`src/rtl/mac_tx_framer_pkg.sv`:
```
// -----------------------------------------------------------------------------
// mac_pkg
// Shared definitions for the MAC transmit framer:
//   - tx_state_e    : framer state encoding
//   - PREAMBLE_BYTE : preamble octet (0x55)
//   - SFD_BYTE      : start-of-frame delimiter (0xD5)
//   - CRC_POLY      : reflected CRC-32 polynomial
//   - CRC_INIT      : CRC-32 seed value
//   - LEN_W         : width of all length/byte counters
//   - crc32_next    : one-byte reflected CRC-32 update
// -----------------------------------------------------------------------------
package mac_pkg;

    localparam int          LEN_W         = 11;
    localparam logic [7:0]  PREAMBLE_BYTE = 8'h55;
    localparam logic [7:0]  SFD_BYTE      = 8'hD5;
    localparam logic [31:0] CRC_POLY      = 32'hEDB88320;
    localparam logic [31:0] CRC_INIT      = 32'hFFFFFFFF;

    typedef enum logic [2:0] {
        ST_IDLE = 3'd0,
        ST_PRE  = 3'd1,
        ST_SFD  = 3'd2,
        ST_DATA = 3'd3,
        ST_PAD  = 3'd4,
        ST_FCS  = 3'd5,
        ST_IFG  = 3'd6
    } tx_state_e;

    // Reflected CRC-32: the data byte enters at the LSB end and the register
    // shifts right once per bit, folding in the polynomial when a 1 drops out.
    function automatic logic [31:0] crc32_next(input logic [31:0] crc,
                                               input logic [7:0]  data);
        logic [31:0] c;
        c = crc ^ {24'h000000, data};
        for (int b = 0; b < 8; b++) begin
            if (c[0]) begin
                c = (c >> 1) ^ CRC_POLY;
            end else begin
                c = c >> 1;
            end
        end
        return c;
    endfunction

endpackage

```
`src/rtl/mac_tx_framer_if.sv`:
```
// -----------------------------------------------------------------------------
// mac_tx_framer_if
// Read port of the transmit byte FIFO as seen by the framer.
//   fifo_rd_en : pop request (framer -> FIFO)
//   fifo_dout  : read data, valid the cycle after a pop (FIFO -> framer)
//   fifo_empty : FIFO empty flag (FIFO -> framer)
// Modports: master = framer side, slave = FIFO side.
// -----------------------------------------------------------------------------
interface mac_tx_framer_if;

    logic       fifo_rd_en;
    logic [7:0] fifo_dout;
    logic       fifo_empty;

    modport master (
        output fifo_rd_en,
        input  fifo_dout,
        input  fifo_empty
    );

    modport slave (
        input  fifo_rd_en,
        output fifo_dout,
        output fifo_empty
    );

endinterface

```
`src/rtl/mac_tx_framer_crc32_byte.sv`:
```
// -----------------------------------------------------------------------------
// crc32_byte
// Combinational next-state of the reflected CRC-32 for one data byte.
//   crc_in  [31:0] : current CRC register value
//   data    [7:0]  : byte to fold in
//   crc_out [31:0] : CRC after absorbing data
// The CRC register itself belongs to the caller.
// -----------------------------------------------------------------------------
module crc32_byte
    import mac_pkg::*;
(
    input  logic [31:0] crc_in,
    input  logic [7:0]  data,
    output logic [31:0] crc_out
);

    assign crc_out = crc32_next(crc_in, data);

endmodule

```
`src/rtl/mac_tx_framer.sv`:
```
// -----------------------------------------------------------------------------
// mac_tx_framer
// Drains one frame from the TX byte FIFO and emits a GMII-style byte stream:
// preamble, SFD, payload, zero padding up to MIN_LEN, CRC-32 FCS (LSB first),
// then IFG_LEN idle cycles.
// Ports:
//   clk, rst        : clock, synchronous active-high reset
//   start,frame_len : frame request and payload length, sampled when idle
//   fifo            : FIFO read port (master side)
//   txd,tx_en,tx_er : registered transmit stream
//   busy            : frame in progress (through the IFG)
//   done            : pulse on the last IFG cycle of a good frame
//   underrun        : pulse when the FIFO ran dry mid-payload
//   len_err         : pulse when start carried an illegal length
// -----------------------------------------------------------------------------
module mac_tx_framer
    import mac_pkg::*;
#(
    parameter int PREAMBLE_LEN = 7,
    parameter int MIN_LEN      = 60,
    parameter int MAX_LEN      = 1514,
    parameter int IFG_LEN      = 12
) (
    input  logic             clk,
    input  logic             rst,
    input  logic             start,
    input  logic [LEN_W-1:0] frame_len,
    mac_tx_framer_if.master  fifo,
    output logic [7:0]       txd,
    output logic             tx_en,
    output logic             tx_er,
    output logic             busy,
    output logic             done,
    output logic             underrun,
    output logic             len_err
);

    localparam logic [LEN_W-1:0] PRE_LAST_C  = LEN_W'(PREAMBLE_LEN - 1);
    localparam logic [LEN_W-1:0] MIN_LEN_C   = LEN_W'(MIN_LEN);
    localparam logic [LEN_W-1:0] MAX_LEN_C   = LEN_W'(MAX_LEN);
    localparam logic [LEN_W-1:0] IFG_LAST_C  = LEN_W'(IFG_LEN - 1);
    localparam logic [LEN_W-1:0] FCS_BYTES_C = LEN_W'(4);

    tx_state_e        state_r;
    logic [LEN_W-1:0] cnt_r;       // position within the current state
    logic [LEN_W-1:0] len_r;       // latched payload length L
    logic [LEN_W-1:0] pad_len_r;   // max(L, MIN_LEN)
    logic [LEN_W-1:0] rd_cnt_r;    // pops issued for this frame
    logic             miss_r;      // a due pop found the FIFO empty
    logic [31:0]      crc_r;

    logic             rd_window_s;
    logic             rd_due_s;
    logic [7:0]       crc_data_s;
    logic [31:0]      crc_next_s;
    logic [31:0]      fcs_s;
    logic             len_ok_s;

    // Pops run one cycle ahead of the byte being sent: from the last preamble
    // cycle through DATA, until L pops have been issued or one has missed.
    always_comb begin
        rd_window_s = 1'b0;
        case (state_r)
            ST_PRE:          rd_window_s = (cnt_r == PRE_LAST_C);
            ST_SFD, ST_DATA: rd_window_s = 1'b1;
            default:         rd_window_s = 1'b0;
        endcase
        rd_due_s = rd_window_s && (rd_cnt_r < len_r) && !miss_r;
        if (cnt_r < len_r) begin
            crc_data_s = fifo.fifo_dout;
        end else begin
            crc_data_s = 8'h00;
        end
    end

    assign fifo.fifo_rd_en = rd_due_s && !fifo.fifo_empty;
    assign fcs_s           = ~crc_r;
    assign len_ok_s        = (frame_len != {LEN_W{1'b0}}) && (frame_len <= MAX_LEN_C);

    crc32_byte u_crc (
        .crc_in  (crc_r),
        .data    (crc_data_s),
        .crc_out (crc_next_s)
    );

    // Framer sequencer; each edge loads the byte shown in the following cycle.
    always_ff @(posedge clk) begin
        if (rst) begin
            state_r   <= ST_IDLE;
            cnt_r     <= {LEN_W{1'b0}};
            len_r     <= {LEN_W{1'b0}};
            pad_len_r <= {LEN_W{1'b0}};
            rd_cnt_r  <= {LEN_W{1'b0}};
            miss_r    <= 1'b0;
            crc_r     <= CRC_INIT;
            txd       <= 8'h00;
            tx_en     <= 1'b0;
            tx_er     <= 1'b0;
            busy      <= 1'b0;
            done      <= 1'b0;
            underrun  <= 1'b0;
            len_err   <= 1'b0;
        end else begin
            done     <= 1'b0;
            underrun <= 1'b0;
            len_err  <= 1'b0;
            tx_er    <= 1'b0;
            if (fifo.fifo_rd_en) begin
                rd_cnt_r <= rd_cnt_r + LEN_W'(1);
            end
            if (rd_due_s && fifo.fifo_empty) begin
                miss_r <= 1'b1;
            end
            case (state_r)
                ST_IDLE: begin
                    txd   <= 8'h00;
                    tx_en <= 1'b0;
                    if (start) begin
                        if (len_ok_s) begin
                            state_r   <= ST_PRE;
                            cnt_r     <= {LEN_W{1'b0}};
                            len_r     <= frame_len;
                            pad_len_r <= (frame_len < MIN_LEN_C) ? MIN_LEN_C : frame_len;
                            rd_cnt_r  <= {LEN_W{1'b0}};
                            miss_r    <= 1'b0;
                            crc_r     <= CRC_INIT;
                            busy      <= 1'b1;
                            txd       <= PREAMBLE_BYTE;
                            tx_en     <= 1'b1;
                        end else begin
                            len_err <= 1'b1;
                        end
                    end
                end
                ST_PRE: begin
                    if (cnt_r == PRE_LAST_C) begin
                        txd     <= SFD_BYTE;
                        state_r <= ST_SFD;
                        cnt_r   <= {LEN_W{1'b0}};
                    end else begin
                        txd   <= PREAMBLE_BYTE;
                        cnt_r <= cnt_r + LEN_W'(1);
                    end
                end
                // cnt_r counts bytes already sent after the SFD.
                ST_SFD, ST_DATA, ST_PAD: begin
                    if (cnt_r < len_r) begin
                        if (miss_r) begin
                            // Abort: one errored byte, then straight into the IFG.
                            txd      <= 8'h00;
                            tx_er    <= 1'b1;
                            underrun <= 1'b1;
                            state_r  <= ST_IFG;
                            cnt_r    <= {LEN_W{1'b0}};
                        end else begin
                            txd     <= fifo.fifo_dout;
                            crc_r   <= crc_next_s;
                            cnt_r   <= cnt_r + LEN_W'(1);
                            state_r <= ST_DATA;
                        end
                    end else if (cnt_r < pad_len_r) begin
                        txd     <= 8'h00;
                        crc_r   <= crc_next_s;
                        cnt_r   <= cnt_r + LEN_W'(1);
                        state_r <= ST_PAD;
                    end else begin
                        txd     <= fcs_s[7:0];
                        state_r <= ST_FCS;
                        cnt_r   <= LEN_W'(1);
                    end
                end
                ST_FCS: begin
                    if (cnt_r < FCS_BYTES_C) begin
                        txd   <= fcs_s[{cnt_r[1:0], 3'b000} +: 8];
                        cnt_r <= cnt_r + LEN_W'(1);
                    end else begin
                        txd     <= 8'h00;
                        tx_en   <= 1'b0;
                        state_r <= ST_IFG;
                        cnt_r   <= LEN_W'(1);
                    end
                end
                // The last IFG cycle is spent in IDLE so start is accepted there.
                ST_IFG: begin
                    txd   <= 8'h00;
                    tx_en <= 1'b0;
                    if (cnt_r == IFG_LAST_C) begin
                        state_r <= ST_IDLE;
                        cnt_r   <= {LEN_W{1'b0}};
                        busy    <= 1'b0;
                        done    <= !miss_r;
                    end else begin
                        cnt_r <= cnt_r + LEN_W'(1);
                    end
                end
                default: begin
                    state_r <= ST_IDLE;
                    txd     <= 8'h00;
                    tx_en   <= 1'b0;
                    busy    <= 1'b0;
                end
            endcase
        end
    end

endmodule

```
`src/flat_wrapper.sv`:
```
// flat-port wrapper written by rule: the top's interface ports become plain ports
module mac_tx_framer_flat import mac_pkg::*;
#(
    parameter int PREAMBLE_LEN = 7,
    parameter int MIN_LEN      = 60,
    parameter int MAX_LEN      = 1514,
    parameter int IFG_LEN      = 12
)
  (clk, rst, start, frame_len, txd, tx_en, tx_er, busy, done, underrun, len_err, fifo_fifo_rd_en, fifo_fifo_dout, fifo_fifo_empty);
  mac_tx_framer_if fifo_i ();
  input  logic clk;
  input  logic rst;
  input  logic start;
  input  logic [LEN_W-1:0] frame_len;
  output logic [7:0] txd;
  output logic tx_en;
  output logic tx_er;
  output logic busy;
  output logic done;
  output logic underrun;
  output logic len_err;
  output wire logic [$bits(fifo_i.fifo_rd_en)-1:0] fifo_fifo_rd_en;
  input wire logic [$bits(fifo_i.fifo_dout)-1:0] fifo_fifo_dout;
  input wire logic [$bits(fifo_i.fifo_empty)-1:0] fifo_fifo_empty;
  assign fifo_fifo_rd_en = fifo_i.fifo_rd_en;
  assign fifo_i.fifo_dout = fifo_fifo_dout;
  assign fifo_i.fifo_empty = fifo_fifo_empty;
  mac_tx_framer #(.PREAMBLE_LEN(PREAMBLE_LEN), .MIN_LEN(MIN_LEN), .MAX_LEN(MAX_LEN), .IFG_LEN(IFG_LEN)) u_core (.clk(clk), .rst(rst), .start(start), .frame_len(frame_len), .fifo(fifo_i), .txd(txd), .tx_en(tx_en), .tx_er(tx_er), .busy(busy), .done(done), .underrun(underrun), .len_err(len_err));
endmodule
```
`config.mk`:
```
export PLATFORM = sky130hd
export DESIGN_NAME = mac_tx_framer_flat
export DESIGN_NICKNAME = d
export VERILOG_FILES = /design/src/rtl/mac_tx_framer_pkg.sv /design/src/rtl/mac_tx_framer_if.sv /design/src/rtl/mac_tx_framer_crc32_byte.sv /design/src/rtl/mac_tx_framer.sv /design/src/flat_wrapper.sv
export SDC_FILE = /design/constraint.sdc
export NUM_CORES = 1
export LEC_CHECK = 0
export CAP_MARGIN = 5
export CORE_MARGIN = 2
export CORE_UTILIZATION = 60
export CTS_CLUSTER_SIZE = 16
export DETAILED_ROUTE_END_ITERATION = 7
export GPL_TIMING_DRIVEN = 0
export PLACE_DENSITY = 0.79
export SLEW_MARGIN = 20
export SYNTH_ARGS = -nofsm -noshare
export SYNTH_HDL_FRONTEND = slang
export SYNTH_SLANG_ARGS = --single-unit
```
`constraint.sdc`:
```
create_clock -name clk -period 4.2 [get_ports clk]
set_clock_uncertainty 0.1 [all_clocks]
set_input_delay 1.05 -clock clk [delete_from_list [all_inputs] [get_ports clk]]
set_output_delay 1.05 -clock clk [all_outputs]
set_load 0.01 [all_outputs]
```
==> results.py <==
metrics = {
    "status": {
        "status": "complete, no violations",
    },
    "pwr": {
        "cellPowerDensity_nw_per_um2": 789,
        "finalPower_mw": 5.38,
        "p_leak_nw": 2.57,
        "peakVddDrop_uv": 407,
    },
    "worst_hold_path": {
        "worstHoldPathType": "reg -> reg",
    },
    "worst_setup_path": {
        "cp_slowest_cell": "nand4_1",
        "cpPeakStageDelay_ns": 0.56,
        "cp_top_family": "compound AO/OA/AOI/OAI gates",
        "arrival_ns": 4.13,
        "critPathBufInv": 2,
        "crit_fanout": 10,
        "path_class": "in -> reg",
        "path_cells": "clkdlybuf4s50_1 > a21o_1 > a21oi_1 > o21bai_1 > a21oi_1 > nand4_1 > nand2b_1 > clkbuf_1 > a211oi_1 > a31o_2",
        "worstPathRequired_ns": 4.38,
        "worstSetupStartpointType": "input pin",
        "cp_common_cell": "a21oi_1",
        "setup.worst_path.end_class": "register",
    },
    "floorplanning": {
        "dieWidth_um": 105,
        "die-area_um2": 10900,
        "initial_core_util_pct": 62.1,
        "io_pins": 38,
        "die_y_um": 105,
        "fp-row-count": 36,
        "core_um2": 9770,
    },
    "logic_synthesis": {
        "syn-mean-instance-area_um2": 8.69,
        "ys_seq_area_share_pct": 30.7,
        "syn_area_um2": 6070,
        "yosys.area.top_type_share_pct": 30.7,
        "yosysWarnings": 0,
        "yosys.area.top_type": "dfxtp_1",
        "syn_inst": 698,
        "synth-async-reset-ratio_pct": 0,
        "ys_ff_latch": 93,
        "synthesis.nets": 754,
        "synthDistinctLibCells": 70,
        "synth-edff-count": 0,
        "ys.flop_type": "dfxtp_1",
        "synth_area_leaders": "dfxtp_1 (31%), xnor2_1 (11%), ha_1 (6.8%), a21oi_1 (4.4%), xor2_1 (4.2%)",
    },
    "cells_and_area": {
        "n_antenna_cell": 0,
        "drive_gt1_share_pct": 8.69,
        "areaGrowthSynthToFinish_pct": 12.5,
        "post_layout_nonfiller_instances": 881,
        "mostFrequentLayoutCell": "dfxtp_1",
        "mostFrequentLayoutCells": "dfxtp_1 (91), xnor2_1 (79), nand2_1 (67)",
        "nNetsFinal": 799,
    },
    "clock_tree": {
        "root_buffer": "clkbuf_8",
        "cts_sinks": 93,
        "clock_latency_ns": 0.38,
        "htree_levels": 3,
        "tritoncts": "done",
        "clockBufferDepth": 2,
        "holdBufCountCts": 0,
        "cts_made_buffers": 9,
        "path_clk_slew_ns": 0.09,
    },
    "sta": {
        "tightest_slew_ns": 0.868,
        "final-hold-violation-count": 0,
        "period_needed_ns": 3.95,
        "hold_slack_ns": 0.351,
        "post-route-period-util_pct": 94.1,
        "drv_slew": 0,
        "fmax_mhz": 253,
        "setup_violations": 0,
        "rsz0062_at_grt": "no",
        "worst_slew_margin_rel_pct": 42.1,
    },
    "place": {
        "portBuffers": 30,
        "dp_cells": 861,
        "dpl.hpwl_um": 13000,
        "gp_congestion": 1.03,
    },
    "grt": {
        "grt_max_degree": 17,
        "grt_first_pass_wirelength_um": 27500,
        "grtUsageTotal_pct": 31.8,
        "antenna_found_initial": 0,
        "overflow": 0,
        "grt_pass1_vias": 5306,
    },
    "routing": {
        "initialDrtViolationCount": 454,
        "route.detailed.drc": 0,
        "finalWirelength_um": 16900,
        "ant_nets": 0,
        "wire_per_inst_um": 19.2,
        "via_count": 5443,
        "vias_per_cell": 6.18,
        "first_pass_iters": 5,
    },
    "job": {
        "drv_cap": 0,
    },
}
-- report_power, final --
part	switching [mW]	internal [mW]	total [mW]	leakage, nW
registers	0.141	1.08	1.22	0.758
logic	1.94	1.53	3.47	1.70
clock network	0.339	0.357	0.695	0.113
-- worst min-delay path: stages, from the launching register on --
cell	delay, ns
dfxtp_1	0.32
nand2_1	0.05
a21oi_1	0.05
-- synthesized netlist by cell type, drive strengths merged (10+ instances only) --
cell type and n:
nand3 15, a21oi 54, nor2 53, a2bb2oi 16, buf 14, a21o 14, a211oi 13, ha 33
nand2 67, inv 32, xnor2 79, xor2 29, and3 14, nand2b 14, clkbuf 30, o21ai 10
dfxtp 93, nor3 14
-- kinds of logic (layout without fill, tap and decap cells) --
kind of cell / after synthesis / after routing / share of synthesized area (%)
flops: 93 / 93 / 30.7
mux: 9 / 9 / 3.14
fa+ha+maj: 33 / 33 / 6.81
compound gates: 175 / 175 / 20.2
xor+xnor: 112 / 112 / 17.1
simple gates: 200 / 200 / 16.0
buf+inv: 76 / 126 / 6.02
-- flip-flops by register name, summed over array words and instances, names as in the netlist --
signal            count
u_core.tx_en          1
u_core.len_r         11
u_core.miss_r         1
u_core.rd_cnt_r      11
u_core.done           1
u_core.txd            8
u_core.crc_r         32
u_core.state_r        3
u_core.len_err        1
u_core.cnt_r         11
u_core.pad_len_r     11
u_core.underrun       1
u_core.busy           1
-- worst paths after layout --
path / from / end / slack [ns] / cells after the start
setup / recovery: frame_len[2] / u_core.rd_cnt_r[2] / 0.25 / 10
hold / removal: u_core.pad_len_r[0] / u_core.pad_len_r[0] / 0.35 / 2
setup reg to reg: u_core.cnt_r[6] / u_core.crc_r[0] / 0.34 / 10
hold reg to reg: u_core.pad_len_r[0] / u_core.pad_len_r[0] / 0.35 / 2
-- cell type report --
class	count	area [um^2]
multi-input combinational	529	3850
sequential	93	1860
inverter	32	120
fill	822	2950
buffer	44	253
tap	133	166
clock inverter	6	93.8
timing repair buffer	34	333
clock buffer	10	138
-- what timing repair did --
action                                  4_1_cts  5_1_grt
pin swaps                                     3        2
buffers inserted                              4        0
endpoints found under the setup margin        1       11
hold endpoints to repair                      0        0
gates resized for setup                       7        2
-- metal layers --
metal	track usage (%)	vias to the layer above	part of all wire [%]
met2	48.7	285	45
met5	0	-	0
met3	6.99	40	9.5
li1	-	2548	-
met4	11.4	0	2.1
met1	44.2	2570	43
-- per-stage QoR --
step	utilization (%)	setup TNS [ns]	instance area, um^2	setup WS, ns
3_3_place_gp	66.8	-2.59	6530	-0.144
4_1_cts	69.7	0	6810	0.00796
6_report	69.8	0	6820	0.248
5_1_grt	69.8	0	6820	0.0994
2_1_floorplan	-	0	6070	0.955
3_5_place_dp	66.8	-3.88	6530	-0.254
(Power assumes the default switching activity.)
==> edit (same settings) <==
Register the output `len_err` once more, cleared by the reset; this adds one clock of latency there. The other outputs are not delayed to match.
--- a/src/rtl/mac_tx_framer.sv
+++ b/src/rtl/mac_tx_framer.sv
@@ -41,6 +41,8 @@
     localparam logic [LEN_W-1:0] IFG_LAST_C  = LEN_W'(IFG_LEN - 1);
     localparam logic [LEN_W-1:0] FCS_BYTES_C = LEN_W'(4);
 
+    logic len_err_s0;
+
     tx_state_e        state_r;
     logic [LEN_W-1:0] cnt_r;       // position within the current state
     logic [LEN_W-1:0] len_r;       // latched payload length L
@@ -99,11 +101,11 @@
             busy      <= 1'b0;
             done      <= 1'b0;
             underrun  <= 1'b0;
-            len_err   <= 1'b0;
+            len_err_s0 <= 1'b0;
         end else begin
             done     <= 1'b0;
             underrun <= 1'b0;
-            len_err  <= 1'b0;
+            len_err_s0 <= 1'b0;
             tx_er    <= 1'b0;
             if (fifo.fifo_rd_en) begin
                 rd_cnt_r <= rd_cnt_r + LEN_W'(1);
@@ -128,7 +130,7 @@
                             txd       <= PREAMBLE_BYTE;
                             tx_en     <= 1'b1;
                         end else begin
-                            len_err <= 1'b1;
+                            len_err_s0 <= 1'b1;
                         end
                     end
                 end
@@ -203,5 +205,13 @@
         end
     end
 
+    always_ff @(posedge clk) begin
+        if (rst) begin
+            len_err <= '0;
+        end else begin
+            len_err <= len_err_s0;
+        end
+    end
+
 endmodule
 
Formal check against the unedited RTL: not equivalent (Yosys sat finds a counterexample within 4 cycles, from zero or initial values and one cycle with rst high).
==> edit against the unedited design <==
  * Wire length shrank 8.9%
  * Sequential cell count grew 1
  * Design area shrank 3.8%
  * Synthesized cell count shrank 6.2%
  * Total power shrank 29%
  * Area after synthesis shrank 3.8%
  * Worst setup slack lost 44 ps
  * Maximum frequency shrank 1.1%
  * Highest routed layer unchanged
==> edit: results (changes against the unedited design) <==
Outcome
  – Status: completed (unchanged)

Pwr
  – P_int: 2.212 mW (was 2.963 mW)

Worst setup path
  – RR Startpoint: u_core.cnt_r[2] (was u_core.cnt_r[6])
  – Reg2reg setup slack: 490 ps (was 340 ps)
  – Slowest stage cell, crit path: clkdlybuf4s50_1 (was nand4_1)
  – Critical Path Fanout Max: 2 (was 10)
  – Worst EP arrival: 2850 ps (was 4130 ps)

Cells and area
  – Total Nets Final: 758 (was 799)
  – Share of layout cells above drive strength 1: 0.08769 (was 0.08690)

Detailed routing
  – Drt initial violations: 394 (was 454)
  – M1 WL: 7.082 mm (was 7.335 mm)
  – Met2 WL: 6.863 mm (was 7.615 mm)
  – Vias per inst: 6.187 (was 6.178)
  – WL met3: 1.181 mm (was 1.609 mm)
  – Routed length per instance: 18.43 um (was 19.20 um)

Synthesis
  – Seq/Total Area, Yosys: 0.3224 (was 0.3069)
  – Top post-synthesis cells by area: dfxtp_1 32%, xnor2_1 7.5%, ha_1 7.1% (was dfxtp_1 31%, xnor2_1 11%, ha_1 6.8%)
  – Post-synth top cells: 94 x dfxtp_1, 73 x nor2_1, 50 x xnor2_1 (was 93 x dfxtp_1, 79 x xnor2_1, 67 x nand2_1)
  – Synth cell types: 68 (was 70)
  – Synth Net Count: 711 (was 754)

Global routing
  – GRT Util Overall: 0.3060 (was 0.3181)
  – Largest net degree at the start of global routing: 18 (was 17)
  – Vias in the first global route: 4839 (was 5306)
  – GR Util met3: 0.04136 (was 0.06987)

Place
  – I/O Buffers: 36 (was 30)
  – Final Wtd Congestion: 0.9358 (was 1.027)
  – Dpl ws: -530.5 ps (was -254.2 ps)
  – DP HPWL: 11.66 mm (was 12.98 mm)

STA
  – FMAX: 0.2503 GHz (was 0.2531 GHz)

Min path
  – Hold Path Depth: 1 (was 2)
edit: cell types whose count changed after synthesis, moves of 12 or more:
cell / delta
a2bb2oi_1: -16
nand2_1: -37
a21oi_1: -14
a31oi_1: +12
o21ai_0: +26
nor2_1: +20
xnor2_1: -29
edit: repair_timing:
item | 4_1_cts | 5_1_grt
gates resized for setup | 2 | 2
hold buffers | 0 | 0
pin swaps | 1 | 0
setup endpoints to repair | 12 | 7
endpoints found under the hold margin | 0 | 0
setup buffers | 1 | 0
edit: kinds of logic after synthesis:
family	count (synthesis)	share of synthesized area
AO/OA/AOI/OAI	153	0.1713
XOR/XNOR	91	0.1610
adder cells (fa/ha/maj)	33	0.07074
buffers and inverters	58	0.04416
flip-flops	94	0.3224
multiplexers	17	0.04652
AND/OR/NAND/NOR	209	0.1839
edit: layout make-up:
type                    count  share of cell area
repair buffers             37             0.05604
inverters                  24             0.01372
well taps                 129             0.02459
flip-flops and latches     94              0.2867
clock inverters             6            0.007815
plain buffers              33             0.02516
clock buffers              10             0.02097
multi-input cells         503              0.5650
edit: stage by stage:
stage	cell area (sq um)	instances	TNS (ps)	utilization	hold WS, ps
final	6564	836	0	0.7037	364.9
after global routing	6564	836	-0.7634	0.7037	388.8
after CTS	6566	837	0	0.7040	368.0
after detailed placement	6359	820	-7940	0.6817	346.5
after global placement	6359	820	-5490	0.6817	342.7
after floorplan	5837	655	0	-	313.8
edit: power groups by stage:
stage	Sequential [mW]	Combinational [mW]	Clock [mW]
finish	1.09	2.12	0.590
global route	1.10	2.27	0.632
CTS	1.08	2.09	0.592
detailed placement	1.10	2.07	0
global placement	1.10	2.01	0
floorplan	1.09	1.62	0
